**src/rtl/cpu_microsequencer_pkg.sv**
```systemverilog
// Shared microsequencer constants: next-address operation encodings and the
// default microcode vector addresses.
package cpu_microsequencer_pkg;

    typedef enum logic [2:0] {
        USEQ_OP_NEXT     = 3'd0,
        USEQ_OP_BRANCH   = 3'd1,
        USEQ_OP_CALL     = 3'd2,
        USEQ_OP_RETURN   = 3'd3,
        USEQ_OP_DISPATCH = 3'd4,
        USEQ_OP_POLL     = 3'd5
    } useq_op_e;

    localparam int unsigned USEQ_RESET_ADDR = 0;
    localparam int unsigned USEQ_NMI_ADDR   = 1;
    localparam int unsigned USEQ_IRQ_ADDR   = 2;

endpackage

```
**src/rtl/cpu_microsequencer_stack.sv**
```systemverilog
// Microcode return-address LIFO. Only the pointer is reset; entries are
// don't-care until written. The parent never pushes and pops together.
module cpu_microsequencer_stack #(
    parameter int ADDR_WIDTH  = 10,
    parameter int STACK_DEPTH = 4
) (
    input  logic                  clock,
    input  logic                  reset,
    input  logic                  push_i,
    input  logic                  pop_i,
    input  logic [ADDR_WIDTH-1:0] data_i,
    output logic [ADDR_WIDTH-1:0] top_o,
    output logic                  full_o,
    output logic                  empty_o
);
    localparam int PTR_W = $clog2(STACK_DEPTH);

    logic [ADDR_WIDTH-1:0] mem_q [STACK_DEPTH];
    logic [PTR_W:0]        sp_q;
    logic [PTR_W:0]        sp_d;
    logic [PTR_W-1:0]      top_idx;

    assign full_o  = (sp_q == (PTR_W+1)'(STACK_DEPTH));
    assign empty_o = (sp_q == '0);
    assign top_idx = sp_q[PTR_W-1:0] - PTR_W'(1);
    assign top_o   = mem_q[top_idx];

    always_comb begin
        sp_d = sp_q;
        if (push_i && !full_o) begin
            sp_d = sp_q + (PTR_W+1)'(1);
        end else if (pop_i && !empty_o) begin
            sp_d = sp_q - (PTR_W+1)'(1);
        end
    end

    always_ff @(negedge clock or posedge reset) begin
        if (reset) begin
            sp_q <= '0;
        end else begin
            sp_q <= sp_d;
        end
    end

    always_ff @(negedge clock) begin
        if (push_i && !full_o) begin
            mem_q[sp_q[PTR_W-1:0]] <= data_i;
        end
    end

endmodule

```
**src/rtl/cpu_microsequencer.sv**
```systemverilog
// Microcode address sequencer: branch/call/return/dispatch with NMI/IRQ
// arbitration at POLL boundaries. All state advances on the falling clock edge.
module cpu_microsequencer
    import cpu_microsequencer_pkg::*;
#(
    parameter int          ADDR_WIDTH  = 10,
    parameter int          STACK_DEPTH = 4,
    parameter int          COND_COUNT  = 8,
    parameter int unsigned RESET_ADDR  = USEQ_RESET_ADDR,
    parameter int unsigned NMI_ADDR    = USEQ_NMI_ADDR,
    parameter int unsigned IRQ_ADDR    = USEQ_IRQ_ADDR
) (
    input  logic                          clock,
    input  logic                          reset,
    input  logic                          enable,
    input  logic [2:0]                    uOp,
    input  logic [$clog2(COND_COUNT)-1:0] condSel,
    input  logic                          condPolarity,
    input  logic [COND_COUNT-1:0]         conditions,
    input  logic [ADDR_WIDTH-1:0]         branchAddr,
    input  logic [ADDR_WIDTH-1:0]         dispatchAddr,
    input  logic                          nNMI,
    input  logic                          nIRQ,
    input  logic                          irqMask,
    output logic [ADDR_WIDTH-1:0]         uCodeAddress,
    output logic                          intTaken,
    output logic                          intIsNmi,
    output logic                          nmiPending,
    output logic                          stackError
);
    localparam logic [ADDR_WIDTH-1:0] RESET_A = ADDR_WIDTH'(RESET_ADDR);
    localparam logic [ADDR_WIDTH-1:0] NMI_A   = ADDR_WIDTH'(NMI_ADDR);
    localparam logic [ADDR_WIDTH-1:0] IRQ_A   = ADDR_WIDTH'(IRQ_ADDR);

    logic [ADDR_WIDTH-1:0] addr_q, addr_d, addr_inc, stack_top;
    logic                  err_q, err_d;
    logic                  taken_q, taken_d;
    logic                  isnmi_q, isnmi_d;
    logic                  nmi_pend_q, nmi_pend_d;
    logic                  nmi_samp_q;
    logic                  nmi_take;
    logic                  push, pop, full, empty;

    assign addr_inc = addr_q + ADDR_WIDTH'(1);

    cpu_microsequencer_stack #(
        .ADDR_WIDTH (ADDR_WIDTH),
        .STACK_DEPTH(STACK_DEPTH)
    ) u_stack (
        .clock  (clock),
        .reset  (reset),
        .push_i (push),
        .pop_i  (pop),
        .data_i (addr_inc),
        .top_o  (stack_top),
        .full_o (full),
        .empty_o(empty)
    );

    always_comb begin
        addr_d   = addr_q;
        err_d    = err_q;
        taken_d  = 1'b0;
        isnmi_d  = isnmi_q;
        nmi_take = 1'b0;
        push     = 1'b0;
        pop      = 1'b0;
        if (enable) begin
            addr_d = addr_inc;
            case (uOp)
                USEQ_OP_BRANCH: begin
                    if (conditions[condSel] == condPolarity) addr_d = branchAddr;
                end
                USEQ_OP_CALL: begin
                    // A full stack drops the return address but the jump still happens.
                    push   = !full;
                    err_d  = err_q | full;
                    addr_d = branchAddr;
                end
                USEQ_OP_RETURN: begin
                    if (empty) begin
                        addr_d = RESET_A;
                        err_d  = 1'b1;
                    end else begin
                        pop    = 1'b1;
                        addr_d = stack_top;
                    end
                end
                USEQ_OP_DISPATCH: addr_d = dispatchAddr;
                USEQ_OP_POLL: begin
                    if (nmi_pend_q) begin
                        addr_d   = NMI_A;
                        taken_d  = 1'b1;
                        isnmi_d  = 1'b1;
                        nmi_take = 1'b1;
                    end else if (!nIRQ && !irqMask) begin
                        addr_d  = IRQ_A;
                        taken_d = 1'b1;
                        isnmi_d = 1'b0;
                    end else begin
                        addr_d = dispatchAddr;
                    end
                end
                default: ;
            endcase
        end
        // A fresh falling edge wins over the clear from taking the NMI.
        nmi_pend_d = (nmi_samp_q & ~nNMI) | (nmi_pend_q & ~nmi_take);
    end

    always_ff @(negedge clock or posedge reset) begin
        if (reset) begin
            addr_q     <= RESET_A;
            err_q      <= 1'b0;
            taken_q    <= 1'b0;
            isnmi_q    <= 1'b0;
            nmi_pend_q <= 1'b0;
            nmi_samp_q <= 1'b1;
        end else begin
            addr_q     <= addr_d;
            err_q      <= err_d;
            taken_q    <= taken_d;
            isnmi_q    <= isnmi_d;
            nmi_pend_q <= nmi_pend_d;
            nmi_samp_q <= nNMI;
        end
    end

    assign uCodeAddress = addr_q;
    assign intTaken     = taken_q;
    assign intIsNmi     = isnmi_q;
    assign nmiPending   = nmi_pend_q;
    assign stackError   = err_q;

endmodule
```
**config.mk**
```make
export PLATFORM = sky130hd
export DESIGN_NAME = cpu_microsequencer
export DESIGN_NICKNAME = d
export VERILOG_FILES = /design/src/rtl/cpu_microsequencer_pkg.sv /design/src/rtl/cpu_microsequencer_stack.sv /design/src/rtl/cpu_microsequencer.sv
export SDC_FILE = /design/constraint.sdc
export NUM_CORES = 1
export LEC_CHECK = 0
export CAP_MARGIN = 20
export CORE_MARGIN = 8
export CORE_UTILIZATION = 35
export CTS_BUF_LIST = sky130_fd_sc_hd__clkbuf_8 sky130_fd_sc_hd__clkbuf_16
export DETAILED_ROUTE_END_ITERATION = 7
export HOLD_SLACK_MARGIN = 0.1
export PLACE_DENSITY = 0.61
export SETUP_SLACK_MARGIN = 0.02
export SLEW_MARGIN = 40
export SYNTH_ARGS = -nofsm -noshare
export SYNTH_HDL_FRONTEND = slang
export SYNTH_SLANG_ARGS = --single-unit
```
**constraint.sdc**
```tcl
create_clock -name clock -period 6.2 [get_ports clock]
set_input_delay 0.93 -clock clock [delete_from_list [all_inputs] [get_ports clock]]
set_output_delay 0.93 -clock clock [all_outputs]
set_load 0.005 [all_outputs]
```
* After elaboration in Yosys (flattened, before gate mapping) *
Memories as Yosys holds them, arrays and structs flattened.
Index checks and enable logic that the tools add are counted.

storage, ports and cells
  bits in registers = 18
  bits in writable memories = 40
  input bits = 41
  memories = 1

memories
  name           words  bits a word  rd ports  clocked after memory_dff  write ports  line                            source
  u_stack.mem_q  4      10           1         0                         1            cpu_microsequencer_stack.sv:18  logic [ADDR_WIDTH-1:0] mem_q [STACK_DEPTH];

cells by class
  $add $sub $neg = 4
  order comparisons = 1
  equality and inequality tests = 8
  multiplexer cells = 27
  bitwise logic cells = 6
  reductions and logical operators = 13

operator list
  kind                   number
  $pmux 10 s5            1
  $mux 10                4
  $mux 1                 18
  $add 10x1->10 const B  1
  $eq 3x3->1 const B     3
  $eq 3x2->1 const B     2
  $mux 3                 2
  $reduce_and 3->1       2
  $reduce_bool 2->1      3
  $logic_not 1->1        4
  $lt 3x4->1 const B     1
  $add 3x1->3 const B    1
  $bmux 1 s3             1
  $eq 3x1->1 const B     1
  $logic_and 1x1->1      3
  $logic_not 3->1        1
  $sub 3x1->3 const B    1
  $and 1x1->1            2
  $ne 2x1->1 const B     1
  $not 1->1              2
  $or 1x1->1             2
  $pmux 1 s2             1
  $sub 2x1->2 const B    1
  $eq 1x1->1             1

* Logic depth before layout (Yosys ltp) *
Gate-level depths: netlist (run 1).

  depth after elaboration = 7
  mapped depth = 11
  gate-level depth less buffers = 9

* By module *
Synthesis (run 1) repeated with hierarchy kept, for this count alone.

second synthesis, totals
  cell total of the unflattened synthesis = 266
  area, all modules = 3265.6 sq um

by module, submodules not included
  module                    times used  cells each  area each (sq um)  seq. area each (sq um)
  cpu_microsequencer_stack  1           84          1740.4             1276.2
  cpu_microsequencer        1           182         1525.2             376.6

==> results of run 1 <==
[layer usage]
metal,up-vias,part of all wire
met2,84,0.49
met5,-,0
li1,1214,-
met1,1247,0.43
met3,11,0.070
met4,0,0.013
[final cells by class]
type / instances / area (um2)
Clock buffer: 9 / 124
Clock inverter: 48 / 228
Fill cell: 804 / 4460
Inverter: 16 / 60.1
Multi-Input combinational cell: 173 / 1370
Sequential cell: 58 / 1650
Tap cell: 108 / 135
Timing Repair Buffer: 72 / 692
[synth_stat cells (all sizes together), types with 6 or more instances]
cell	count	area share
mux2	8	0.030
o22ai	10	0.020
inv	17	0.020
clkbuf	13	0.016
nand2	13	0.016
edfxtp	40	0.38
and2	7	0.014
xnor2	10	0.030
dfrtn	17	0.14
ha	6	0.024
nand3	11	0.018
o21ai	10	0.016
mux4	12	0.088
a21oi	28	0.045
[cells by family (layout without fill, tap and decap cells)]
| kind of cell | count (synthesis) | count (layout) | share of synthesized area |
|---|---|---|---|
| AO/OA/AOI/OAI | 71 | 71 | 0.140 |
| XOR/XNOR | 13 | 13 | 0.0387 |
| adder cells (fa/ha/maj) | 6 | 6 | 0.0239 |
| buffers and inverters | 31 | 145 | 0.0375 |
| flip-flops | 58 | 58 | 0.527 |
| multiplexers | 22 | 22 | 0.126 |
| AND/OR/NAND/NOR | 61 | 61 | 0.107 |
[power by group through the flow]
stage               Sequential (mW)  Combinational, mW  Clock, mW
floorplan                     0.527              0.286     0.0406
global placement              0.557              0.426     0.0406
detailed placement            0.559              0.438     0.0406
CTS                           0.554              0.441      0.459
global route                  0.551              0.499      0.494
finish                        0.542              0.454      0.447
[per-stage QoR]
stage,area [um2],TNS (ns),utilization,cells,setup slack [ns]
after floorplan,3140,0,-,262,0.361
after global placement,3900,-0.587,0.447,427,-0.117
after detailed placement,3900,-1.13,0.447,427,-0.176
after CTS,4250,0,0.487,483,0.175
after global routing,4260,0,0.489,484,0.0660
final,4260,0,0.489,484,0.174
[worst max-delay path, delay by kind of cell]
kind,cells,cell delay [ns]
compound gates,1,0.23
xor+xnor,1,0.25
buf+inv,1,0.51
mux,3,1.13
simple gates,1,0.06
[final timing paths]
path,cells past startpoint,slack [ns],from,endpoint
setup reg to reg,8,3.58,u_stack.sp_q[0]$_DFFE_NP0P_,uCodeAddress[6]$_DFFE_NP0P_
hold / removal,1,0.46,intIsNmi$_DFFE_NP0P_,intIsNmi$_DFFE_NP0P_
max in group asynchronous,2,1.87,reset,nmi_samp_q$_DFF_NP1_
min in group asynchronous,2,3.91,reset,uCodeAddress[5]$_DFFE_NP0P_
setup / recovery,7,0.17,condSel[0],uCodeAddress[2]$_DFFE_NP0P_
hold reg to reg,1,0.46,intIsNmi$_DFFE_NP0P_,intIsNmi$_DFFE_NP0P_
[sequential cells by signal, indices dropped and copies added (netlist names)]
signal and cells:
u_stack.mem_q 40, stackError 1, nmiPending 1, nmi_samp_q 1, u_stack.sp_q 3, intIsNmi 1, intTaken 1, uCodeAddress 10
==> results_dict.tcl, run 1 <==
set metrics [dict create \
    num_vias 2556 \
    async_flop_share 0.310 \
    grt_max_degree 29 \
    grt_usage 0.144 \
    io_pins 55 \
    slowest_stage "mux4_1" \
    synthCells 262 \
    hp-class "flop to flop" \
    startpoint_type "primary input" \
    p_switching_mw 0.502 \
    dp_hpwl_um 6540 \
    path_cells "clkdlybuf4s50_1 > mux4_1 > mux2i_2 > xnor2_2 > mux2_4 > a221oi_2 > nor2_1" \
    netlist-cell-type-count 48 \
    syn_nets 309 \
    syn2layout_area_growth_pct 35.7 \
    routed_via_density 5.28 \
    n_antenna_cell 0 \
    firstDrtPassIters 5 \
    power_mw 1.44 \
    finalWeightedCongestion 0.812 \
    seqPwrFrac 0.376 \
    wl_um 8660 \
    critPathMaxFanout 8 \
    grt.busiest_layer "met2" \
    cts_sinks 58 \
    path_clk_slew_ns 0.05 \
    grt-ovfl-total 0 \
    port_buffers 54 \
    p_int_mw 0.941 \
    synth_edf_count 40 \
    grt_util_met1 0.174 \
    die_x_um 111 \
    postCtsSetupBuffers 0 \
    final_common_cell "inv_1" \
    clk_latency_ns 0.38 \
    switching_share 0.348 \
    grt_pass1_wl_um 13900 \
    synth_top_flop_cell "edfxtp_1" \
    wl_per_cell_um 17.9 \
    row_count 34 \
    rsz0062_at_grt "false" \
    root_buffer "clkbuf_8" \
    route.detailed.drc 0 \
    start_util 0.360 \
    drt_iter0_markers 155 \
    p_per_area_mw_per_mm2 339 \
    crit_required_ns 3.28 \
    syn_area_mm2 0.00314 \
    cts_buffers 9 \
    p_leak_nw 1.75 \
    maxSlewViolCount 0 \
    fin_nets 418 \
    finClkSkew_ns 0.0617 \
    slew_headroom 0.619 \
    fp.dieArea_mm2 0.0123 \
    synth-seq-cells 58 \
    antenna_found_initial 0 \
    ir_drop_uv 174 \
    final_hold_viol_count 0 \
    critical-path-max-stage-delay_ns 0.57 \
    htreeDepth 3 \
    use_met3 0.0455 \
    status "finished clean" \
    cp.arrival_ns 3.11 \
    postCtsHoldBufs 0 \
    ant_nets 0 \
    cts_buffer_depth 2 \
    ys_seq_area_frac 0.527 \
    tightest_slew_ns 0.568 \
    p_clk_frac 0.310 \
    ys_warn_count 0 \
    die_y_um 111 \
    cp-end-kind "flop" \
    final_cell_mix "57 x inv_1, 54 x clkdlybuf4s50_1, 40 x edfxtp_1" \
    p_comb_frac 0.315 \
    use_met2 0.231 \
    coreArea_mm2 0.00872 \
    layout-drive-gt1-share 0.160 \
    finalSetupViolations 0 \
    worst-setup-path-type "primary input to flop" \
    avgSynthCellArea_um2 12.0 \
    grt_pass1_vias 2680 \
    cap_violations 0 \
    cts_resized 0 \
    whs_ns 0.455 \
    tritoncts "yes" \
]
(Power assumes the default switching activity.)
==> run 2, diff against run 1 <==
- CAP_MARGIN: 20 -> 25
==> results of run 2 <==
Final layout, timing and power as in run 1 (identical DEF).
==> RTL edit 1, RTL diff (settings of run 2) <==
`STACK_DEPTH` is set to 4 in 2 places; all go to 16.
--- a/src/rtl/cpu_microsequencer_stack.sv
+++ b/src/rtl/cpu_microsequencer_stack.sv
@@ -3,5 +3,5 @@
 module cpu_microsequencer_stack #(
     parameter int ADDR_WIDTH  = 10,
-    parameter int STACK_DEPTH = 4
+    parameter int STACK_DEPTH = 16
 ) (
     input  logic                  clock,
--- a/src/rtl/cpu_microsequencer.sv
+++ b/src/rtl/cpu_microsequencer.sv
@@ -5,5 +5,5 @@
 #(
     parameter int          ADDR_WIDTH  = 10,
-    parameter int          STACK_DEPTH = 4,
+    parameter int          STACK_DEPTH = 16,
     parameter int          COND_COUNT  = 8,
     parameter int unsigned RESET_ADDR  = USEQ_RESET_ADDR,
Formal check against the unedited RTL: not equivalent (a bounded check fails within 10 cycles, from zero or initial values and one cycle with reset high).
==> RTL edit 1 against run 2 <==
Design area is 140% higher. Power grew to 3.2 times the old value. Largest power group unchanged. Critical endpoint is now uCodeAddress[3]. Sequential cell count is 122 higher. Largest cell class unchanged. Worst setup slack better by 140 ps. Wire length is 130% higher. Synthesized area grew to 2.5 times the old value. Core utilization is 2.7 points lower. Critical path type unchanged.
==> RTL edit 1: results (changes against run 2) <==
Critical path
  • Reg2reg start: u_stack.sp_q[1] (was u_stack.sp_q[0])
  • CP peak stage delay: 550 ps (was 570 ps)
  • FF-to-FF End: uCodeAddress[8] (was uCodeAddress[6])
  • Critical Path Fanout Max: 6 (was 8)
  • Reg2reg setup slack: 2720 ps (was 3580 ps)
  • CP arrival: 3010 ps (was 3110 ps)
  • Cells on worst reg2reg path: 9 (was 8)
  • Setup crit end: uCodeAddress[3] (was uCodeAddress[2])

GRT
  • First-pass GRT wire length: 30400 µm (was 13900 µm)
  • Largest net degree at the start of global routing: 47 (was 29)
  • Tot GR Track Use: 14.4% (about the same)
  • Initial antenna violation count: 1 (was 0)
  • Vias in the first global route: 5867 (was 2680)

Cells and area
  • Layout cells sized above 1: 18.0% (was 16.0%)
  • Nets: 776 (was 418)
  • Max FFs per register: 160 (was 40)
  • Fill cells: 1979 (was 804)
  • Antenna cells: 0 (unchanged)

Pwr
  • Leak pwr: 4.18 nW (was 1.75 nW)
  • VDD IR-drop max: 0.268 mV (was 0.174 mV)

Yosys
  • Post-synthesis mux area share: 14.7% (was 12.6%)
  • Sequential fraction of the synthesis area: 67.0% (was 52.7%)
  • Synth cell types: 59 (was 48)
  • Ranking of synthesized cells by area: edfxtp_1, mux4_2, dfrtn_1, mux2i_1, nand2_1 (was edfxtp_1, dfrtn_1, mux4_2, a21oi_1, mux2_2)
  • Adder-Cell Fraction of Synth Area: 1.68% (was 2.39%)
  • Avg Cell Area, Syn: 16.8 µm² (was 12.0 µm²)
  • Number of synthesized flops with an enable pin: 160 (was 40)
  • Post-Synthesis Net Count: 523 (was 309)
  • FFs w/ async S/R, synth: 11.1% (was 31.0%)
  • Synth cell count leaders: edfxtp_1, mux4_2, nand2_1, dfrtn_1, inv_1 (was edfxtp_1, a21oi_1, dfrtn_1, inv_1)
  • Synth Area in XOR/XNOR: 1.75% (was 3.87%)
  • Synth Area in Compound Gates: 5.55% (was 14.0%)

Worst hold path
  • WHS Endpoint: stackError (was intIsNmi)
  • Min-delay src: stackError (was intIsNmi)

Route
  • Vias: 5240 (was 2556)
  • Wire length per cell: 19.1 µm (was 17.9 µm)
  • First DRT Iteration DRCs: 377 (was 155)
  • Drt pass-1 iters: 4 (was 5)
  • Drt total wl: 19500 µm (was 8660 µm)

Clock tree
  • Latest clock arrival within the worst-skew pair: 460 ps (was 380 ps)
  • CTS Buf Count: 17 (was 9)
  • Clock root buffer: clkbuf_16 (was clkbuf_8)
  • Htree depth: 4 (was 3)

Place
  • Placed Cells: 831 (was 427)
  • DP Wirelength: 12900 µm (was 6540 µm)
  • Placer Congestion: 0.834 (was 0.812)
  • IO buf count: 54 (unchanged)
  • Cell Area, Placed: 9170 µm² (was 3900 µm²)

Outcome
  • Status: complete, no violations (unchanged)

Timing
  • Relative slew slack: 46.3% (was 61.9%)
  • Clock skew: 62.9 ps (was 61.7 ps)
-- RTL edit 1: cell types whose count changed in the layout (fill, tap and decap cells not counted), sizes merged, moves of 6 or more --
cell and delta:
clkbuf +8, nand2 +20, mux2i +15, a21oi -18, mux4 +30, buf +22, edfxtp +120, inv +129
mux2 -6, nor2 +12
-- RTL edit 1: worst reg2reg max path, cell delays in order, from the launching register on --
cell	delay (ps)
dfrtn_1	520
inv_1	160
ha_2	710
buf_4	320
buf_4	250
mux4_2	340
nand2_1	80
a21oi_1	60
a2111oi_0	670
a31oi_1	160
-- RTL edit 1: power breakdown --
group          switching, mW  internal (mW)  total (mW)
Clock                  0.753          0.668        1.42
Combinational          0.882          0.685        1.57
Sequential            0.0939           1.55        1.64
-- RTL edit 1: stage by stage --
step | hold WS, ps | setup WS (ps)
2_1_floorplan | 421 | -35.6
3_3_place_gp | 438 | -39.1
3_5_place_dp | 440 | -76.5
4_1_cts | 442 | 335
5_1_grt | 450 | 177
6_report | 438 | 313
-- RTL edit 1: cells by family (layout without fill, tap and decap cells) --
group / count (synthesis) / after routing
flops: 180 / 180
simple gates: 105 / 105
xor+xnor: 15 / 15
mux: 61 / 61
fa+ha+maj: 10 / 10
compound gates: 62 / 62
buf+inv: 39 / 304
-- RTL edit 1: cell type report --
class,instances,area (µm²),share of cell area [%]
Inverter,18,67.6,0.653
Sequential cell,180,5310,51.3
Tap cell,285,357,3.44
Clock buffer,17,425,4.11
Multi-Input combinational cell,253,2560,24.8
Clock inverter,175,736,7.11
Timing Repair Buffer,94,895,8.64
-- RTL edit 1: per-layer routing --
metal  vias up  global-route usage (%)  part of all wire (%)
li1       2412                       -                     -
met4         2                    7.56                   1.6
met1      2659                    15.9                    41
met2       147                    24.5                    52
met3        20                    4.66                   5.0
met5         -                       0                 0.067
==> RTL edit 2, RTL diff (settings of run 2) <==
Without the edit above. Reset style: synchronous (`reset`), changed in 2 clocked blocks.
--- a/src/rtl/cpu_microsequencer_stack.sv
+++ b/src/rtl/cpu_microsequencer_stack.sv
@@ -35,5 +35,5 @@
     end
 
-    always_ff @(negedge clock or posedge reset) begin
+    always_ff @(negedge clock) begin
         if (reset) begin
             sp_q <= '0;
--- a/src/rtl/cpu_microsequencer.sv
+++ b/src/rtl/cpu_microsequencer.sv
@@ -109,5 +109,5 @@
     end
 
-    always_ff @(negedge clock or posedge reset) begin
+    always_ff @(negedge clock) begin
         if (reset) begin
             addr_q     <= RESET_A;
Formal check against the unedited RTL: differs if reset is asserted again (counterexample within 4 cycles, from zero or initial values and one cycle with reset high); with reset held inactive, the same outputs for 10 cycles.
==> RTL edit 2 against run 2 <==
Die area fell by 1.9%. Critical path depth up 1. Synthesized cell count rose by 0.38%. Register-to-register slack better by 130 ps. Worst setup slack improved by 36 ps. Worst hold slack gained 16 ps. Sequential cell count unchanged. Wire length shrank 5.4%. Design area is 1.9% lower. Synthesized area decreased by 2.2%.
Power is not compared: it rests on default switching activity, and its combinational part moved more than twofold at a synthesized area within 25%.
==> RTL edit 2: results (changes against run 2) <==
Outcome
  • Status: complete, no violations (unchanged)

Clock tree
  • Htree depth: 3 (unchanged)
  • Latest clock arrival within the worst-skew pair: 380 ps (about the same)
  • Post-CTS setup buffer count: 0 (unchanged)
  • CTS clock-pin slew for the worst setup and hold paths: 30 ps (was 50 ps)

Critical path
  • FF-to-FF End: uCodeAddress[9] (was uCodeAddress[6])
  • Setup crit end: uCodeAddress[3] (was uCodeAddress[2])
  • Reg2reg setup slack: 3710 ps (was 3580 ps)
  • Reg2reg start: u_stack.sp_q[0] (unchanged)
  • Cells on worst reg2reg path: 7 (was 8)
  • CP arrival: 3140 ps (was 3110 ps)
  • Critical Path Fanout Max: 6 (was 8)

Route
  • Wire length per cell: 16.4 µm (was 17.9 µm)
  • Met1 wire length: 3440 µm (was 3690 µm)
  • First DRT Iteration DRCs: 157 (was 155)
  • Met2 WL: 3910 µm (was 4250 µm)
  • Via density: 5.28 (about the same)
  • Met3 Wirelength: 707 µm (was 608 µm)

Cells and area
  • #MultiIn Comb: 171 (was 173)
  • Non-clk buf share: 17.1% (was 16.2%)
  • Fill cells: 826 (was 804)
  • Multi-input logic portion of the cell area: 31.7% (was 32.1%)
  • Nets: 434 (was 418)
  • Clock-cell share: 9.13% (was 8.25%)
  • Signal inverters: 17 (was 16)
  • Max FFs per register: 40 (unchanged)
  • Layout cells sized above 1: 13.6% (was 16.0%)
  • Fraction of area in registers: 37.4% (was 38.8%)

GRT
  • Met3 Usage GRT: 7.39% (was 4.55%)
  • Met1 capacity usage during global routing: 17.3% (was 17.4%)
  • Vias in the first global route: 2719 (was 2680)
  • First-pass GRT wire length: 13400 µm (was 13900 µm)
  • Largest net degree at the start of global routing: 30 (was 29)
  • Routing usage on met2: 21.4% (was 23.1%)
  • Tot GR Track Use: 14.8% (was 14.4%)

Yosys
  • Sequential fraction of the synthesis area: 50.9% (was 52.7%)
  • Synth cell count leaders: edfxtp_1, a21oi_1, dfxtp_1, inv_1, nor2_1 (was edfxtp_1, a21oi_1, dfrtn_1, inv_1)
  • Post-Synthesis Net Count: 310 (was 309)
  • #FFs+latches synth: 58 (unchanged)
  • Synth cell types: 47 (was 48)
  • FFs w/ async S/R, synth: 0% (was 31.0%)
  • Top-area cell type share of the netlist area: 39.1% (was 38.3%)
  • Leading area contributor after synthesis: edfxtp_1 (unchanged)
  • Ranking of synthesized cells by area: edfxtp_1, dfxtp_1, mux4_2, a21oi_1, xnor2_1 (was edfxtp_1, dfrtn_1, mux4_2, a21oi_1, mux2_2)

Worst hold path
  • Hold path cells: 2 (was 1)
  • WHS Endpoint: intIsNmi (unchanged)
  • Min-delay src: intIsNmi (unchanged)

Timing
  • Clock skew: 9.06 ps (was 61.7 ps)
  • Worst Tran Pin Value: 546 ps (was 568 ps)
  • Final setup margin: 210 ps (was 174 ps)

Place
  • DP Wirelength: 5880 µm (was 6540 µm)
  • Placer Congestion: 0.817 (was 0.812)
  • Setup WS pre-CTS: -164 ps (was -176 ps)
  • Cell Area, Placed: 3780 µm² (was 3900 µm²)

Pwr
  • Reg power frac: 43.0%
## RTL edit 2: critical path, stage by stage
cell and delay (ps):
clkdlybuf4s50_1 500, mux4_1 590, mux2i_2 220, xnor2_2 160, buf_4 200, mux2_2 340
a21oi_1 160, nor3_1 50
## RTL edit 2: through the flow
step | cells | hold slack [ps] | utilization [%] | setup TNS (ps)
after floorplan | 263 | 460 | - | 0
after global placement | 426 | 464 | 44.0 | -561
after detailed placement | 426 | 471 | 44.0 | -874
after CTS | 498 | 476 | 48.4 | 0
after global routing | 499 | 525 | 48.7 | 0
final | 499 | 471 | 48.7 | 0
## RTL edit 2: cells by family after synthesis
| group | count (synthesis) | share of synthesized area, % |
|---|---|---|
| flops | 58 | 50.9 |
| mux | 19 | 11.5 |
| compound gates | 71 | 14.6 |
| buf+inv | 34 | 6.32 |
| simple gates | 62 | 10.5 |
| fa+ha+maj | 6 | 2.45 |
| xor+xnor | 13 | 3.71 |
